File: src/rtl/sop_share_engine_pipe.sv
// rtl/sop_share_engine_pipe.sv - runtime-programmable shared-product SOP engine, 2-stage valid/ready pipe
// Optional error monitor enabled by defining SOP_ERR_MON_EN.
module sop_share_engine_pipe #(
    parameter int N_IN   = 4,
    parameter int N_OUT  = 2,
    parameter int N_PROD = 6,
    parameter int ET     = 2,
    localparam int CFG_W = (2 * N_IN > N_PROD) ? 2 * N_IN : N_PROD
) (
    input  logic             clk,
    input  logic             rst,
    input  logic             cfg_we,
    input  logic [7:0]       cfg_addr,
    input  logic [CFG_W-1:0] cfg_data,
    input  logic             cfg_commit,
    output logic             cfg_err,
    input  logic             in_valid,
    output logic             in_ready,
    input  logic [N_IN-1:0]  in_data,
    output logic             out_valid,
    input  logic             out_ready,
    output logic [N_OUT-1:0] out_data,
    output logic             err_flag,
    output logic [15:0]      err_cnt
);

    localparam logic [7:0] CFG_END = 8'(N_PROD + N_OUT);

    // Shadow bank is written by cfg_we; active bank feeds the datapath.
    logic [N_PROD-1:0][N_IN-1:0]   shd_pos_q, shd_pos_d;
    logic [N_PROD-1:0][N_IN-1:0]   shd_neg_q, shd_neg_d;
    logic [N_OUT-1:0][N_PROD-1:0]  shd_act_q, shd_act_d;
    logic [N_PROD-1:0][N_IN-1:0]   atv_pos_q, atv_pos_d;
    logic [N_PROD-1:0][N_IN-1:0]   atv_neg_q, atv_neg_d;
    logic [N_OUT-1:0][N_PROD-1:0]  atv_act_q, atv_act_d;
    logic                          cfg_err_q, cfg_err_d;

    logic                          s1_v_q, s1_v_d;
    logic [N_PROD-1:0]             s1_prod_q, s1_prod_d;
    logic [N_OUT-1:0][N_PROD-1:0]  s1_act_q, s1_act_d;
    logic                          s2_v_q, s2_v_d;
    logic [N_OUT-1:0]              out_data_q, out_data_d;

    logic                          s2_adv;
    logic                          accept;
    logic [N_PROD-1:0]             prod_c;
    logic [N_OUT-1:0]              or_c;

    always_comb begin
        shd_pos_d = shd_pos_q;
        shd_neg_d = shd_neg_q;
        shd_act_d = shd_act_q;
        cfg_err_d = 1'b0;
        if (cfg_we) begin
            for (int p = 0; p < N_PROD; p++) begin
                if (cfg_addr == 8'(p)) begin
                    shd_pos_d[p] = cfg_data[N_IN-1:0];
                    shd_neg_d[p] = cfg_data[2*N_IN-1:N_IN];
                end
            end
            for (int o = 0; o < N_OUT; o++) begin
                if (cfg_addr == 8'(N_PROD + o)) begin
                    shd_act_d[o] = cfg_data[N_PROD-1:0];
                end
            end
            cfg_err_d = (cfg_addr >= CFG_END);
        end
        // Commit takes the registered shadow, so a same-cycle write lands only in the shadow.
        atv_pos_d = cfg_commit ? shd_pos_q : atv_pos_q;
        atv_neg_d = cfg_commit ? shd_neg_q : atv_neg_q;
        atv_act_d = cfg_commit ? shd_act_q : atv_act_q;
    end

    always_comb begin
        prod_c = '0;
        for (int p = 0; p < N_PROD; p++) begin
            prod_c[p] = (&(in_data | ~atv_pos_q[p])) & (&(~in_data | ~atv_neg_q[p]));
        end
        or_c = '0;
        for (int o = 0; o < N_OUT; o++) begin
            or_c[o] = |(s1_prod_q & s1_act_q[o]);
        end
    end

    always_comb begin
        s2_adv   = !s2_v_q | out_ready;
        in_ready = !s1_v_q | s2_adv;
        accept   = in_valid & in_ready;

        s1_v_d    = accept | (s1_v_q & !s2_adv);
        s1_prod_d = accept ? prod_c : s1_prod_q;
        s1_act_d  = accept ? atv_act_q : s1_act_q;

        s2_v_d     = s2_adv ? s1_v_q : s2_v_q;
        out_data_d = (s2_adv & s1_v_q) ? or_c : out_data_q;
    end

    always_ff @(posedge clk or posedge rst) begin
        if (rst) begin
            shd_pos_q  <= '0;
            shd_neg_q  <= '0;
            shd_act_q  <= '0;
            atv_pos_q  <= '0;
            atv_neg_q  <= '0;
            atv_act_q  <= '0;
            cfg_err_q  <= 1'b0;
            s1_v_q     <= 1'b0;
            s1_prod_q  <= '0;
            s1_act_q   <= '0;
            s2_v_q     <= 1'b0;
            out_data_q <= '0;
        end else begin
            shd_pos_q  <= shd_pos_d;
            shd_neg_q  <= shd_neg_d;
            shd_act_q  <= shd_act_d;
            atv_pos_q  <= atv_pos_d;
            atv_neg_q  <= atv_neg_d;
            atv_act_q  <= atv_act_d;
            cfg_err_q  <= cfg_err_d;
            s1_v_q     <= s1_v_d;
            s1_prod_q  <= s1_prod_d;
            s1_act_q   <= s1_act_d;
            s2_v_q     <= s2_v_d;
            out_data_q <= out_data_d;
        end
    end

    assign cfg_err   = cfg_err_q;
    assign out_valid = s2_v_q;
    assign out_data  = out_data_q;

`ifdef SOP_ERR_MON_EN
    localparam logic [31:0] ET_U = 32'(ET);

    // Inputs ride along with S1 so the exact reference lines up with the S2 result.
    logic [N_IN-1:0]   s1_in_q, s1_in_d;
    logic              err_flag_q, err_flag_d;
    logic [15:0]       err_cnt_q, err_cnt_d;
    logic [N_IN/2-1:0] mon_a, mon_b, mon_abs;
    logic [N_OUT-1:0]  mon_exact, mon_dist;

    always_comb begin
        s1_in_d   = accept ? in_data : s1_in_q;
        mon_a     = s1_in_q[N_IN/2-1:0];
        mon_b     = s1_in_q[N_IN-1:N_IN/2];
        mon_abs   = (mon_a >= mon_b) ? (mon_a - mon_b) : (mon_b - mon_a);
        mon_exact = N_OUT'(mon_abs);
        mon_dist  = (or_c >= mon_exact) ? (or_c - mon_exact) : (mon_exact - or_c);
        err_flag_d = (s2_adv & s1_v_q) ? (32'(mon_dist) > ET_U) : err_flag_q;
        err_cnt_d  = err_cnt_q;
        if (s2_v_q & out_ready & err_flag_q & (err_cnt_q != 16'hFFFF)) begin
            err_cnt_d = err_cnt_q + 16'd1;
        end
    end

    always_ff @(posedge clk or posedge rst) begin
        if (rst) begin
            s1_in_q    <= '0;
            err_flag_q <= 1'b0;
            err_cnt_q  <= '0;
        end else begin
            s1_in_q    <= s1_in_d;
            err_flag_q <= err_flag_d;
            err_cnt_q  <= err_cnt_d;
        end
    end

    assign err_flag = err_flag_q;
    assign err_cnt  = err_cnt_q;
`else
    localparam int unused_et = ET;

    assign err_flag = 1'b0;
    assign err_cnt  = 16'd0;
`endif

endmodule

File: config.mk
export PLATFORM = sky130hd
export DESIGN_NAME = sop_share_engine_pipe
export DESIGN_NICKNAME = d
export VERILOG_FILES = /design/src/rtl/sop_share_engine_pipe.sv
export SDC_FILE = /design/constraint.sdc
export NUM_CORES = 1
export LEC_CHECK = 0
export ABC_AREA = 1
export CORE_UTILIZATION = 30
export DETAILED_ROUTE_END_ITERATION = 8
export PLACE_DENSITY = 0.53
export SLEW_MARGIN = 20
export SYNTH_ARGS = -nofsm -noshare
export SYNTH_HDL_FRONTEND = slang
export SYNTH_SLANG_ARGS = --single-unit
File: constraint.sdc
create_clock -name clk -period 5.4 [get_ports clk]
set_input_delay 1.08 -clock clk [delete_from_list [all_inputs] [get_ports clk]]
set_output_delay 1.08 -clock clk [all_outputs]
set_load 0.02 [all_outputs]
* Word-level counts from Yosys, hierarchy flattened
Cells that the tools add are included.
Word-level totals: logic and storage cells 109, register bits after elaboration 143, bits of input ports 26
Operators by class: magnitude comparators 1, multiplexer cells 1, bitwise gates (word level) 39, reduce and logical (&&, ||, !) cells 26, equality and inequality tests 7
Operators by type and width (count):
- inverter 4 bit | 13
- bitwise OR 4 bit | 12
- AND reduction 4 bit | 12
- == test 8 x 3 -> 1 bit (second input constant) | 4
- == test 8 x 2 -> 1 bit (second input constant) | 2
- AND reduction 2 bit | 8
- AND 6 bit | 2
- OR reduction 6 bit | 2
- AND 1 bit | 9
- == test 8 x 1 -> 1 bit (second input constant) | 1
- >= comparator 8 x 4 -> 1 bit (second input constant) | 1
- zero test 8 bit | 1
- zero test 1 bit | 3
- bitwise OR 1 bit | 3
- 2-to-1 mux 1 bit | 1

* Longest topological paths before layout
Gate-level depths: netlist of run 1.
depth after elaboration 5, mapped depth 7, depth with buffers taken out 6

* Least setup slack after synthesis of run 1
Ideal clock, no wire load.
path kind input -> output, from in out_ready, to out in_ready, path buffers 0, data arrival time 1.333 ns, path slack 2.987 ns, stages 2, cell sequence inv_1 > nand3_1
Between the ends: word-level cells in the longest chain between the ends 2
Ends and longest elaborated chain:
- from (decl) | RTL line 21 | input logic out_ready,
- bitwise OR 1 bit | RTL line 86 | s2_adv = !s2_v_q | out_ready;
- bitwise OR 1 bit | RTL line 87 | in_ready = !s1_v_q | s2_adv;
- to (decl) | RTL line 18 | output logic in_ready,
Every way passes these cells.

* Worst setup path in the final report of run 1
Ends and elaborated chain as after synthesis.

==> metrics.md, run 1 <==
| Metric | Value |
|---|---|
| H-tree depth | `4` |
| Sw Share | `approximately 25%` |
| Fmax | `298 MHz` |
| Fill cells | `approximately 2000` |
| Critical Path RT | `4320 ps` |
| CTS tree | `done` |
| Warnings, synthesis | `0` |
| Share of layout cells above drive strength 1 | `14.0%` |
| Fin area | `0.00716 mm^2` |
| Clock sink count | `around 140` |
| Antenna violations before repair | `0` |
| Leak | `~3.7 nW` |
| Crit path capture type | `primary output` |
| Inserted Diodes | `0` |
| Maxcap violations | `0` |
| Clock Skews | `about 12 ps` |
| Area growth, synth to finish | `18.8%` |
| Row count | `51` |
| CP startpoint kind | `primary input` |
| CTS Hold Bufs | `0` |
| Ports | `48` |
| Number of DRC markers in iteration 0 | `between 200 and 250` |
| Crit path kind | `in2out` |
| Post-DP Area | `0.00654 mm^2` |
| Number of I/O port buffers | `30` |
| Peak supply drop | `0.202 mV` |
| Remaining Overflow, GRT | `0` |
| Post-route ant nets | `0` |
| PD cells | `364 mW/mm^2` |
| Hold slack | `469 ps` |
| Global Route Usage Sum | `15.1%` |
| Clock-pin slew on the worst setup and hold paths | `~60 ps` |
| RSZ-0062 raised after global routing | `false` |
| Tmin final | `approximately 3400 ps` |
| Critical path peak fanout | `3` |
| Syn Area/Cell | `9.31 um^2` |
| Largest net degree at the start of global routing | `71` |
| Commonest non-fill, non-tap cell in the layout | `nand2_1` |
| Register area share after synthesis | `59.4%` |
| Die Area | `between 0.02 and 0.025 mm^2` |
| Clock root buffer | `clkbuf_16` |
| Commonest non-fill, non-tap cells in the layout | `292 x nand2_1, 143 x dfrtp_1, 48 x mux2_2` |
| DRC viols | `0` |
| Cts repair resizes | `0` |
| Clock network power share | `between 40% and 50%` |
| Yosys top cell by area | `dfrtp_1` |
| Synth Register Bits | `143` |
| Post-synthesis cell count | `647` |
| Die Wd | `between 100 and 150 um` |
| Final hold violation count | `0` |
| Final Max Slew Viols | `0` |
| Post-Syn Area | `0.00602 mm^2` |
| Setup WS post-layout | `between 2000 and 2500 ps` |
| DP Wirelength | `9010 um` |
| Yosys top cell area share | `59.4%` |
| Deepest clock path buffer count | `2` |
| First-pass GRT wire length | `roughly 23000 um` |
| Worst min-delay path class | `reg2reg` |
| CTS Buf Count | `17` |
| Status | `finished, final reports clean` |
| Drt via density | `4.32` |
| TritonRoute pass-1 iters | `4` |
| Via count | `a little over 4000` |
| Slew HR | `39.0%` |
| Final setup viols | `0` |
| Core ar. | `0.0196 mm^2` |
| Main area contributors after synthesis | `dfrtp_1 59%, nand2_1 18%, mux2_2 9.0%` |
| WP data arrival | `2280 ps` |
| Setup Slack @ Placement | `2040 ps` |
| Int Pwr | `0.00196 W` |
| Seq pwr share | `44.8%` |
| Fin crit share | `62.2%` |
| R2R Setup Slk | `3960 ps` |
| Net count, final | `706` |
| Measured slew at the worst slew-check pin | `916 ps` |
| GPL Wtd Cong | `0.698` |
| Comb pwr share | `8.0%` |
| Setup_tns | `0 ps` |
| Unique cell type count in the Yosys netlist | `18` |
| DR WL/cell | `14.4 um` |
| Number of global-route vias before repair | `around 4200` |
| Setup bufs post-CTS | `0` |
| Die Span Y | `about 140 um` |
| WL final | `13800 um` |
| Worst skew pair latency | `430 ps` |
| Initial Util | `approximately 31%` |
| Tot Pwr | `0.00261 W` |
| Net switching power | `0.000650 W` |
[flip-flops by register name, indices dropped and copies added (netlist names)]
name and count:
atv_neg_q 24, atv_pos_q 24, shd_neg_q 24, shd_pos_q 24, atv_act_q 12, s1_act_q 12, shd_act_q 12, s1_prod_q 6
out_data 2, cfg_err 1, out_valid 1, s1_v_q 1
[stage by stage]
step	std cells	utilization [%]
floorplan	663	-
global placement	926	33.4
detailed placement	926	33.4
CTS	958	36.5
global route	958	36.5
finish	958	36.5
[cell usage after synthesis]
library cell and count:
nand2_1 292, mux2_2 48, inv_2 2, buf_4 18, nand2_2 2, nand3_2 1
a21oi_1 2, nor2_1 24, clkinv_1 2, conb_1 1, buf_2 8, nor2_4 2
nand3_1 37, clkbuf_1 11, o21ai_0 25, nor2_2 3, dfrtp_1 143, inv_1 26
[metal layers]
metal	GRT usage [%]	wire length, um
met1	20.5	6800
met3	3.83	529
met2	23.6	6430
met4	5.04	68
met5	0	0
[worst max-delay path, stage by stage]
cell and delay [ps]:
clkdlybuf4s50_1 450, inv_1 40, nand3_1 90, clkdlybuf4s50_1 610
[power by group through the flow]
stage	Clock, W	Combinational, W	Sequential (W)
4_1_cts	0.00126	0.000215	0.00117
3_5_place_dp	0	0.000214	0.00119
3_3_place_gp	0	0.000212	0.00119
5_1_grt	0.00130	0.000237	0.00118
2_1_floorplan	0	0.000141	0.00118
6_report	0.00123	0.000209	0.00117
[cell families after synthesis]
| logic type | share of synthesized area [%] |
|---|---|
| AOI/OAI and AO/OA | 2.24 |
| muxes | 8.98 |
| other | 0.0623 |
| and+or+nand+nor | 23.8 |
| buffers and inverters | 5.46 |
| DFF | 59.4 |
[worst paths after layout]
| check | start | cells past startpoint | endpoint |
|---|---|---|---|
| max | out_ready | 4 | in_ready |
| min | shd_pos_q[13] | 2 | shd_pos_q[13] |
| max reg2reg | out_valid | 6 | s1_prod_q[0] |
| min reg2reg | shd_pos_q[13] | 2 | shd_pos_q[13] |
| max in group asynchronous | rst | 3 | atv_pos_q[0] |
| min in group asynchronous | rst | 2 | cfg_err |
[area by class of cell]
type                    count  area (um^2)  share of cell area (%)
flip-flops and latches    143         3580                    50.0
multi-input cells         453         2170                    30.4
clock buffers              18          439                    6.14
repair buffers             35          333                    4.65
well taps                 265          332                    4.63
clock inverters            14          183                    2.55
inverters                  30          118                    1.64
Power figures use the tool's default switching activity.
==> run 2, diff against run 1 <==
Clock period 5.4 ns to 3.1 ns, I/O delays scaled along.
==> metrics.md, run 2 (synthesis gave the netlist of run 1 again) <==
| Metric | Value |
|---|---|
| Commonest non-fill, non-tap cell in the layout | `nand2_1` |
| DRC viols | `0` |
| Maxcap violations | `0` |
| Setup_tns | `0 ps` |
| Critical path peak fanout | `3` |
| Clock Skews | `5.79 ps` |
| First-pass GRT wire length | `22400 um` |
| CP startpoint kind | `primary input` |
| Number of global-route vias before repair | `4070` |
| Critical Path RT | `2480 ps` |
| CTS tree | `done` |
| Ports | `48` |
| DR WL/cell | `14.2 um` |
| Post-route ant nets | `0` |
| CTS Buf Count | `17` |
| H-tree depth | `4` |
| Number of DRC markers in iteration 0 | `approximately 260` |
| Peak supply drop | `0.423 mV` |
| Worst path cell trace | `clkdlybuf4s50_1 > inv_1 > nand3_1 > clkdlybuf4s50_1` |
| Final setup viols | `0` |
| Share of layout cells above drive strength 1 | `between 10% and 20%` |
| Global Route Usage Sum | `14.9%` |
| Inserted Diodes | `0` |
| Final hold violation count | `0` |
| Fmax | `410 MHz` |
| Worst min-delay path class | `reg2reg` |
| TritonRoute pass-1 iters | `5` |
| Largest net degree at the start of global routing | `144` |
| WP data arrival | `between 1500 and 2000 ps` |
| Sequential Area | `0.00358 mm^2` |
| DP Wirelength | `around 8900 um` |
| Initial Util | `just over 30%` |
| CTS Hold Bufs | `0` |
| Antenna violations before repair | `0` |
| Row count | `51` |
| Area growth, synth to finish | `19.0%` |
| Die Wd | `144 um` |
| Worst path most repeated cell | `clkdlybuf4s50_1` |
| CP max-delay cell | `clkdlybuf4s50_1` |
| Crit path kind | `in2out` |
| Final Max Slew Viols | `0` |
| GPL Wtd Cong | `a little under 0.7` |
| WL final | `13700 um` |
| Status | `finished, final reports clean` |
| Via count | `4135` |
| Die Span Y | `144 um` |
| Remaining Overflow, GRT | `0` |
| Multi-input gate area | `0.00217 mm^2` |
| Cts repair resizes | `0` |
| RSZ-0062 raised after global routing | `false` |
| Clock root buffer | `clkbuf_16` |
| Tmin final | `2440 ps` |
| Clock-pin slew on the worst setup and hold paths | `roughly 60 ps` |
| PD cells | `about 620 mW/mm^2` |
| Die Area | `about 0.021 mm^2` |
| Slowest Stage Delay on Critical Path | `610 ps` |
| Net count, final | `708` |
| Commonest non-fill, non-tap cells in the layout | `292 x nand2_1, 143 x dfrtp_1, 48 x mux2_2` |
| Final Core Density | `between 30% and 40%` |
| Fill cells | `2021` |
| Core ar. | `0.0196 mm^2` |
| Clock sink count | `143` |
| Slew HR | `approximately 49%` |
| Leak | `roughly 3.7 nW` |
| Measured slew at the worst slew-check pin | `770 ps` |
| Crit path capture type | `primary output` |
| Worst skew pair latency | `420 ps` |
| Drt via density | `4.31` |
| Number of I/O port buffers | `30` |
| Setup bufs post-CTS | `0` |
| Fin crit share | `78.8%` |
| Deepest clock path buffer count | `2` |
## run 2: cell types whose count changed in the layout (fill, tap and decap cells not counted), sizes merged
cell / delta
inv: -4
clkbuf: +1
buf: +2
bufinv: -1
clkinv: +3
clkinvlp: +1
## run 2: power by group
part           switching (W)  internal [W]  total, W
clock network       0.000804       0.00123   0.00203
registers          0.0000595       0.00198   0.00204
logic               0.000231      0.000137  0.000367
## run 2: critical path, delay by kind of cell
family	cells	cell delay, ps
buffers and inverters	3	1110
and+or+nand+nor	1	90
## run 2: stage by stage
step / setup slack, ps / total power, W / area [um^2] / std cells / hold slack, ps
floorplan: 689 / 0.00231 / 6090 / 663 / 436
global placement: 656 / 0.00244 / 6570 / 928 / 452
detailed placement: 658 / 0.00245 / 6570 / 928 / 454
CTS: 650 / 0.00448 / 7170 / 960 / 469
global route: 602 / 0.00462 / 7170 / 960 / 491
finish: 658 / 0.00443 / 7170 / 960 / 467
## run 2: layout make-up
cell class                      instances  area share, %
Tap cell                              265           4.63
Multi-Input combinational cell        453           30.3
Sequential cell                       143           49.9
Clock inverter                         13           1.94
Inverter                               30           1.62
Timing Repair Buffer                   37           5.20
Clock buffer                           19           6.32
## run 2: layer usage
layer	up-vias	track usage, %	routed length, um
met5	-	0	0
met1	1953	21.1	6940
li1	2078	-	-
met2	90	22.4	5940
met3	14	3.70	616
met4	0	4.54	168
## run 2: path summary, 6_finish.rpt
kind	startpoint	endpoint	slack, ps	cells past startpoint
worst max register to register	out_valid	s1_prod_q[2]	1880	5
max in group asynchronous	rst	atv_neg_q[19]	1750	3
min in group asynchronous	rst	shd_neg_q[16]	760	3
worst max-delay path	out_ready	in_ready	660	4
worst min-delay path	shd_pos_q[3]	shd_pos_q[3]	470	2
worst min register to register	shd_pos_q[3]	shd_pos_q[3]	470	2
==> run 3, diff against run 2 <==
Clock period 3.1 ns to 2.5 ns, I/O delays scaled along.
==> metrics.md, run 3 (synthesis gave the netlist of run 1 again) <==
| Metric | Value |
|---|---|
| Setup_tns | `0 ps` |
| Clock sink count | `143` |
| Commonest non-fill, non-tap cells in the layout | `292 x nand2_1, 143 x dfrtp_1, 48 x mux2_2` |
| Commonest non-fill, non-tap cell in the layout | `nand2_1` |
| Final hold violation count | `0` |
| H-tree depth | `4` |
| Fmax | `452 MHz` |
| Clock Skews | `5.96 ps` |
| DP Wirelength | `8920 um` |
| Worst path most repeated cell | `clkdlybuf4s50_1` |
| Setup bufs post-CTS | `0` |
| Clock root buffer | `clkbuf_16` |
| DRC viols | `0` |
| Number of I/O port buffers | `30` |
| Worst skew pair latency | `420 ps` |
| CTS tree | `done` |
| Setup WS post-layout | `287 ps` |
| CP startpoint kind | `primary input` |
| Post-route ant nets | `0` |
| Cts repair resizes | `0` |
| CP max-delay cell | `clkdlybuf4s50_1` |
| DR WL/cell | `14.2 um` |
| PD cells | `about 800 mW/mm^2` |
| Die Span Y | `144 um` |
| Final Core Density | `37.2%` |
| Fin crit share | `88.5%` |
| Worst reg2reg endpoint | `s1_prod_q[1]` |
| Final setup viols | `0` |
| Row count | `51` |
| Crit path capture type | `primary output` |
| R2R Setup Slk | `1290 ps` |
| Clock-pin slew on the worst setup and hold paths | `60 ps` |
| Delay-heaviest family, CP | `buffers and inverters` |
| Peak supply drop | `0.480 mV` |
| CTS Buf Count | `17` |
| Ports | `48` |
| Largest net degree at the start of global routing | `76` |
| Worst Setup SP | `out_ready` |
| Sequential Area | `0.00358 mm^2` |
| TritonRoute pass-1 iters | `4` |
| Drt via density | `approximately 4.3` |
| Setup Slack @ Placement | `271 ps` |
| Die Area | `0.0206 mm^2` |
| Initial Util | `30.7%` |
| Tot Pwr | `about 0.0057 W` |
| Slowest Stage Delay on Critical Path | `620 ps` |
| Worst min-delay path class | `in2async` |
| Via count | `4196` |
| Critical path peak fanout | `3` |
| Global Route Usage Sum | `15.1%` |
| WL final | `13700 um` |
| CP Buf/Inv Count | `3` |
| Critical Path RT | `2000 ps` |
| Crit path kind | `in2out` |
| Tmin final | `~2200 ps` |
| RSZ-0062 raised after global routing | `false` |
| Number of global-route vias before repair | `4098` |
| Core ar. | `about 0.02 mm^2` |
| Maxcap violations | `0` |
| R2R depth | `5` |
| Fill cells | `between 1500 and 2000` |
| Status | `finished, final reports clean` |
| Deepest clock path buffer count | `2` |
| First-pass GRT wire length | `roughly 23000 um` |
| Inserted Diodes | `0` |
| Leak | `3.78 nW` |
| Net count, final | `715` |
| Final Max Slew Viols | `0` |
| Remaining Overflow, GRT | `0` |
| Area growth, synth to finish | `21.1%` |
| Reg-to-Reg Start | `out_valid` |
| Multi-input gate area | `roughly 0.0022 mm^2` |
| Antenna violations before repair | `0` |
| Share of layout cells above drive strength 1 | `15.0%` |
| CTS Hold Bufs | `0` |
| Measured slew at the worst slew-check pin | `560 ps` |
| WP data arrival | `1710 ps` |
| Worst path cell trace | `clkdlybuf4s50_1 > inv_1 > nand3_1 > clkdlybuf4s50_1` |
| Number of DRC markers in iteration 0 | `~340` |
| GPL Wtd Cong | `0.709` |
| Die Wd | `roughly 140 um` |
| Slew HR | `roughly 63%` |
[run 3: metrics by stage]
stage                     instance area [um^2]  hold WS, ps  cells
after global routing                      7290          305    966
final                                     7290          313    966
after floorplan                           6090          436    663
after detailed placement                  6650          456    935
after global placement                    6650          450    935
after CTS                                 7290          296    966
[run 3: cell type report]
| class | instances | share of cell area, % |
|---|---|---|
| Sequential cell | 143 | 49.1 |
| Multi-Input combinational cell | 453 | 29.8 |
| Clock buffer | 19 | 6.21 |
| Timing Repair Buffer | 44 | 6.17 |
| Tap cell | 265 | 4.55 |
| Clock inverter | 12 | 2.61 |
| Inverter | 30 | 1.60 |
[run 3: worst max path at each step]
stage | to | slack, ps | cells past startpoint
4_1_cts | in_ready | 270 | 4
3_3_place_gp | in_ready | 290 | 4
3_5_place_dp | in_ready | 270 | 4
6_report | in_ready | 290 | 4
2_1_floorplan | atv_act_q[0] | 210 | 1
5_1_grt | in_ready | 200 | 4
[run 3: report_power, final]
group	leakage (nW)	switching, W	internal, W	total, W
Clock	0.314	0.000955	0.00181	0.00276
Combinational	1.52	0.000288	0.000176	0.000464
Sequential	1.95	0.0000733	0.00245	0.00252
Total	3.78	0.00132	0.00443	0.00575
[run 3: per-layer routing]
| layer | part of all wire, % | track usage, % |
|---|---|---|
| met5 | 0 | 0 |
| met3 | 3.8 | 3.67 |
| met4 | 1.7 | 5.82 |
| met2 | 44 | 22.4 |
| met1 | 50 | 21.2 |
